===== src/rtl/la_pkg.sv =====
// Shared types and constants for the logic-analyser capture path.
package la_pkg;

  typedef enum logic [2:0] {
    IDLE,
    FILL,
    ARMED,
    POST,
    DONE
  } cap_state_t;

  localparam int DEPTH_DEF = 512;

endpackage


===== src/rtl/wrap_cntr.sv =====
// Sample RAM address counter: increment enable, synchronous clear, wraps modulo DEPTH.
module wrap_cntr #(
  parameter int DEPTH  = 16,
  parameter int ADDR_W = $clog2(DEPTH)
) (
  input  logic              clk,
  input  logic              rst,
  input  logic              clr,
  input  logic              inc,
  output logic [ADDR_W-1:0] cnt,
  output logic [ADDR_W-1:0] nxt
);

  localparam logic [ADDR_W-1:0] LAST = ADDR_W'(DEPTH - 1);

  // nxt is exported so the owner can capture the post-increment address
  always_comb begin
    nxt = cnt;
    if (clr) begin
      nxt = '0;
    end else if (inc) begin
      nxt = (cnt == LAST) ? '0 : cnt + ADDR_W'(1);
    end
  end

  always_ff @(posedge clk or posedge rst) begin
    if (rst) begin
      cnt <= '0;
    end else begin
      cnt <= nxt;
    end
  end

endmodule


===== src/rtl/capture_ctrl.sv =====
// Capture controller: fills a circular sample RAM, arms once the pre-trigger
// region is full, then stores trig_pos post-trigger samples and reports done.
module capture_ctrl
  import la_pkg::*;
#(
  parameter int DEPTH  = DEPTH_DEF,
  parameter int ADDR_W = $clog2(DEPTH)
) (
  input  logic              clk,
  input  logic              rst,
  input  logic              run,
  input  logic              en_smpl,
  input  logic              trig,
  input  logic [ADDR_W-1:0] trig_pos,
  input  logic              clr_cap_done,
  output logic              we,
  output logic [ADDR_W-1:0] waddr,
  output logic              armed,
  output logic              triggered,
  output logic              capture_done,
  output logic [ADDR_W-1:0] rd_start
);

  localparam int            CW      = ADDR_W + 1;
  localparam logic [CW-1:0] DEPTH_C = CW'(DEPTH);
  localparam logic [CW-1:0] TP_MAX  = CW'(DEPTH - 1);

  // state is kept as a named enum so checkers can bind to it directly
  cap_state_t        state;
  cap_state_t        state_nxt;
  logic [CW-1:0]     smpl_cnt;
  logic [CW-1:0]     post_cnt;
  logic [CW-1:0]     tp_reg;
  logic [CW-1:0]     tp_in;
  logic [ADDR_W-1:0] waddr_nxt;
  logic              capturing;
  logic              fill_start;

  assign tp_in      = ({1'b0, trig_pos} > TP_MAX) ? TP_MAX : {1'b0, trig_pos};
  assign capturing  = (state == FILL) || (state == ARMED) || (state == POST);
  assign we         = capturing && en_smpl;
  assign fill_start = (state == IDLE) && (state_nxt == FILL);

  wrap_cntr #(
    .DEPTH  (DEPTH),
    .ADDR_W (ADDR_W)
  ) u_waddr (
    .clk (clk),
    .rst (rst),
    .clr (fill_start),
    .inc (we),
    .cnt (waddr),
    .nxt (waddr_nxt)
  );

  always_comb begin
    state_nxt = state;
    case (state)
      IDLE:  if (run && !capture_done) state_nxt = FILL;
      FILL: begin
        if (!run) begin
          state_nxt = IDLE;
        end else if (en_smpl && (smpl_cnt + CW'(1) >= DEPTH_C - tp_reg)) begin
          state_nxt = ARMED;
        end
      end
      ARMED: begin
        // the sample written in the trigger cycle belongs to the pre-trigger part
        if (!run) begin
          state_nxt = IDLE;
        end else if (trig) begin
          state_nxt = (tp_reg == '0) ? DONE : POST;
        end
      end
      POST: begin
        if (!run) begin
          state_nxt = IDLE;
        end else if (en_smpl && (post_cnt + CW'(1) >= tp_reg)) begin
          state_nxt = DONE;
        end
      end
      DONE:    if (clr_cap_done) state_nxt = IDLE;
      default: state_nxt = IDLE;
    endcase
  end

  always_ff @(posedge clk or posedge rst) begin
    if (rst) begin
      state        <= IDLE;
      smpl_cnt     <= '0;
      post_cnt     <= '0;
      tp_reg       <= '0;
      armed        <= 1'b0;
      triggered    <= 1'b0;
      capture_done <= 1'b0;
      rd_start     <= '0;
    end else begin
      state        <= state_nxt;
      armed        <= (state_nxt == ARMED);
      triggered    <= (state_nxt == POST) || (state_nxt == DONE);
      capture_done <= (state_nxt == DONE);

      if (fill_start) begin
        tp_reg <= tp_in;
      end

      if ((state == IDLE) || (state_nxt == IDLE)) begin
        smpl_cnt <= '0;
      end else if ((state == FILL) && en_smpl && (smpl_cnt != DEPTH_C)) begin
        smpl_cnt <= smpl_cnt + CW'(1);
      end

      if ((state == POST) && (state_nxt == POST)) begin
        if (en_smpl) begin
          post_cnt <= post_cnt + CW'(1);
        end
      end else begin
        post_cnt <= '0;
      end

      // the next write address is the oldest sample of the finished record
      if ((state != DONE) && (state_nxt == DONE)) begin
        rd_start <= waddr_nxt;
      end
    end
  end

endmodule


===== config.mk =====
export PLATFORM = sky130hd
export DESIGN_NAME = capture_ctrl
export DESIGN_NICKNAME = d
export VERILOG_FILES = /design/src/rtl/la_pkg.sv /design/src/rtl/wrap_cntr.sv /design/src/rtl/capture_ctrl.sv
export SDC_FILE = /design/constraint.sdc
export NUM_CORES = 1
export LEC_CHECK = 0
export BUFFER_PORTS_ARGS = -buffer_cell sky130_fd_sc_hd__buf_2
export CAP_MARGIN = 30
export CORE_MARGIN = 2
export CORE_UTILIZATION = 50
export DETAILED_ROUTE_END_ITERATION = 10
export GPL_TIMING_DRIVEN = 1
export PLACE_DENSITY = 0.72
export SYNTH_ARGS = -nofsm -noshare
export SYNTH_HDL_FRONTEND = slang
export SYNTH_SLANG_ARGS = --single-unit

===== constraint.sdc =====
create_clock -name clk -period 2.9 [get_ports clk]
set_clock_uncertainty 0.1 [all_clocks]
set_input_delay 0.145 -clock clk [delete_from_list [all_inputs] [get_ports clk]]
set_output_delay 0.145 -clock clk [all_outputs]
set_load 0.01 [all_outputs]

==> impl_metrics.yaml <==
layout:
  largestRegisters: "post_cnt (10), smpl_cnt (10)"
  stdcell_area_sq_mm: 0.004354
  drive_above_1_share_pct: 32.64
  layout_common_cells: "dfrtp_1, nand2_1, buf_2, buf_4, nor2_1"
  antenna_cells: 0
  final_common_cell: "dfrtp_1"
  final_nets: 472
  syn_to_final_growth_pct: 30.00
route:
  detail_route.vias_per_cell: 5.593
  wl_microns: 8042
  drt_iter0_markers: 151
  vias: 2847
  drc: 0
  detail_route.first_pass.iterations: 4
  ant_nets: 0
  wire_per_inst_microns: 15.80
yosys:
  syn-num-nets: 388
  synthCells: 347
  syn_area_sq_mm: 0.003349
  ys.flop_type: "dfrtp_1"
  ys_types: 50
  async_flop_share_pct: 100.0
  ys_warn_count: 0
  synth_edf_count: 0
  avgSynthCellArea_sq_um: 9.653
  yosysSeqAreaShare_pct: 39.60
  synth-seq-cells: 53
cts:
  cts.sinks: 53
  insertion_delay_ns: 0.32
  cts-root-buf: "clkbuf_8"
  tritoncts: "done"
  clk_pin_slew_ns: 0.10
  clock_path_buffers: 2
  cts_buffers: 5
  htreeDepth: 2
pwr:
  p_leak_uw: 0.002131
  power_frac_clock_pct: 32.3
  p_sw_uw: 455.0
  p_seq_share_pct: 48.9
  combPwrFrac_pct: 18.9
  irDropWorstVdd_uv: 403.9
  power.internal_uw: 1157
  swShare_pct: 28.23
  power_per_cell_area_mw_per_mm2: 370.1
worst_setup_path:
  reg2reg_depth: 12
  cp_data_arrival_time_ns: 3.05
  crit_end: "rd_start[4]"
  cp-startpoint: "post_cnt[1]"
  startpoint_type: "flip-flop"
  r2r_end: "rd_start[4]"
  worst_setup_path_end_kind: "flip-flop"
  critical_path_peak_fanout: 4
  r2r_start: "post_cnt[1]"
  critPathRequiredTime_ns: 3.01
  rrSetupSlack_ns: -0.03
  crit_type: "flip-flop to flip-flop"
placed_design:
  place_area_sq_mm: 0.003811
  portBuffers: 36
  dp_hpwl_microns: 5525
  gp_congestion: 0.8487
  preCtsSetupSlack_ns: -0.2644
sta:
  rsz0062_at_grt: "yes"
  tns_ns: -0.1473
  slew_viol_final: 0
  fmax_ghz: 0.3408
  setup_violations: 9
  worst_slack_ns: -0.03431
  max-slew-margin-rel_pct: 64.47
  post-route-period-util_pct: 101.2
  final-hold-violation-count: 0
  fin_crit_ns: 2.934
  worst_pin_slew_ns: 0.5313
die:
  pin_count: 37
  start_util_pct: 52.15
  die_y_microns: 85.85
  fp-row-count: 29
  die_w_microns: 85.85
  die-area_sq_mm: 0.007369
  core_sq_mm: 0.006422
worst_hold_path:
  hold_path.class: "input port to flip-flop"
grt:
  grt_max_degree: 43
  grt_pass1_vias: 2865
  track_usage_pct: 22.37
  grt_pass1_wl_microns: 13210
  antenna_found_initial: 0
  grt-ovfl-total: 0
flow_run:
  maxCapViolations: 0
outcome:
  status: "finished with violations"
  violations: "negative setup slack"
[how the worst min path moves through the flow]
stage / start / cells past startpoint / slack, ns / to
5_1_grt: clr_cap_done / 3 / 0.12 / state[2]
3_5_place_dp: rst / 2 / -0.003 / rd_start[7]
3_3_place_gp: trig_pos[0] / 3 / 0.25 / tp_reg[0]
4_1_cts: clr_cap_done / 3 / 0.07 / state[2]
2_1_floorplan: trig_pos[0] / 2 / 0.16 / tp_reg[0]
6_report: clr_cap_done / 3 / 0.07 / capture_done
[power groups by stage]
stage | Sequential [uW] | Clock, uW | Combinational, uW
after floorplan | 800 | 0 | 162
after global placement | 797 | 0 | 256
after detailed placement | 798 | 0 | 272
after CTS | 784 | 532 | 287
after global routing | 790 | 548 | 340
final | 787 | 520 | 304
[worst max-delay path: stages (launching register included)]
cell and delay, ns:
dfrtp_1 0.40, ha_2 0.20, and3_4 0.15, and3_4 0.18
and3_4 0.18, xor2_1 0.14, ha_1 0.33, o2111a_1 0.25
a211oi_4 0.08, buf_4 0.15, o21ai_4 0.22, buf_6 0.15
mux2_4 0.29
[per-stage QoR]
step	power, uW	util (%)	hold WS [ns]	instances
after floorplan	962.5	-	0.1618	347
after global placement	1053	59.03	0.2535	478
after detailed placement	1070	59.34	-0.003191	479
after CTS	1604	63.08	0.07226	498
after global routing	1678	67.80	0.1166	509
final	1612	67.80	0.07478	509
[synth_stat cells, types with 2 or more instances]
library cell / instances / share of area (%)
a211oi_1: 2 / 0.45
a21oi_1: 15 / 2.2
a21oi_2: 2 / 0.52
and3_1: 11 / 2.1
buf_2: 3 / 0.45
buf_6: 3 / 1.0
clkbuf_1: 3 / 0.34
dfrtp_1: 53 / 40
ha_1: 26 / 9.7
inv_1: 16 / 1.8
mux2_4: 8 / 3.6
mux2i_1: 3 / 0.90
nand2_1: 43 / 4.8
nand2b_1: 8 / 1.5
nand3_1: 10 / 1.5
nand3b_1: 5 / 1.1
nand4_1: 11 / 2.1
nor2_1: 27 / 3.0
nor2b_1: 2 / 0.37
nor3_1: 5 / 0.75
nor4_1: 4 / 0.75
o21ai_0: 14 / 2.1
o21ai_1: 2 / 0.30
or3_1: 2 / 0.37
xnor2_1: 20 / 5.2
xor2_1: 25 / 6.5
[area by class of cell]
class                      instances  area [sq um]
clock buffer                       5         68.82
clock inverter                     3         43.79
fill                             470          2068
inverter                          16         60.06
multi-input combinational        269          2116
sequential                        53          1326
tap                               77         96.34
timing repair buffer              86         643.1
[per-layer routing]
metal	track usage, %	vias up	routed length (microns)
met1	29.16	1396	3582
met4	7.937	0	147
met3	4.139	18	280
met5	0	-	0
met2	37.43	63	4031
li1	-	1370	-
[repair_timing]
| action | in CTS | in global routing |
|---|---|---|
| gates resized for setup | 4 | 39 |
| gates cloned | 1 | 1 |
| hold endpoints to repair | 62 | 0 |
| setup buffers | 0 | 10 |
| setup endpoints to repair | 26 | 30 |
| pin swaps | 2 | 19 |
| hold buffers | 10 | 0 |
[cell families after synthesis]
| logic type | count (synthesis) | share of synthesized area, % |
|---|---|---|
| simple gates | 140 | 22.04 |
| flops | 53 | 39.60 |
| compound gates | 45 | 8.368 |
| xor+xnor | 45 | 11.77 |
| buf+inv | 26 | 3.698 |
| fa+ha+maj | 26 | 9.712 |
| mux | 12 | 4.819 |
Power figures use the tool's default switching activity.
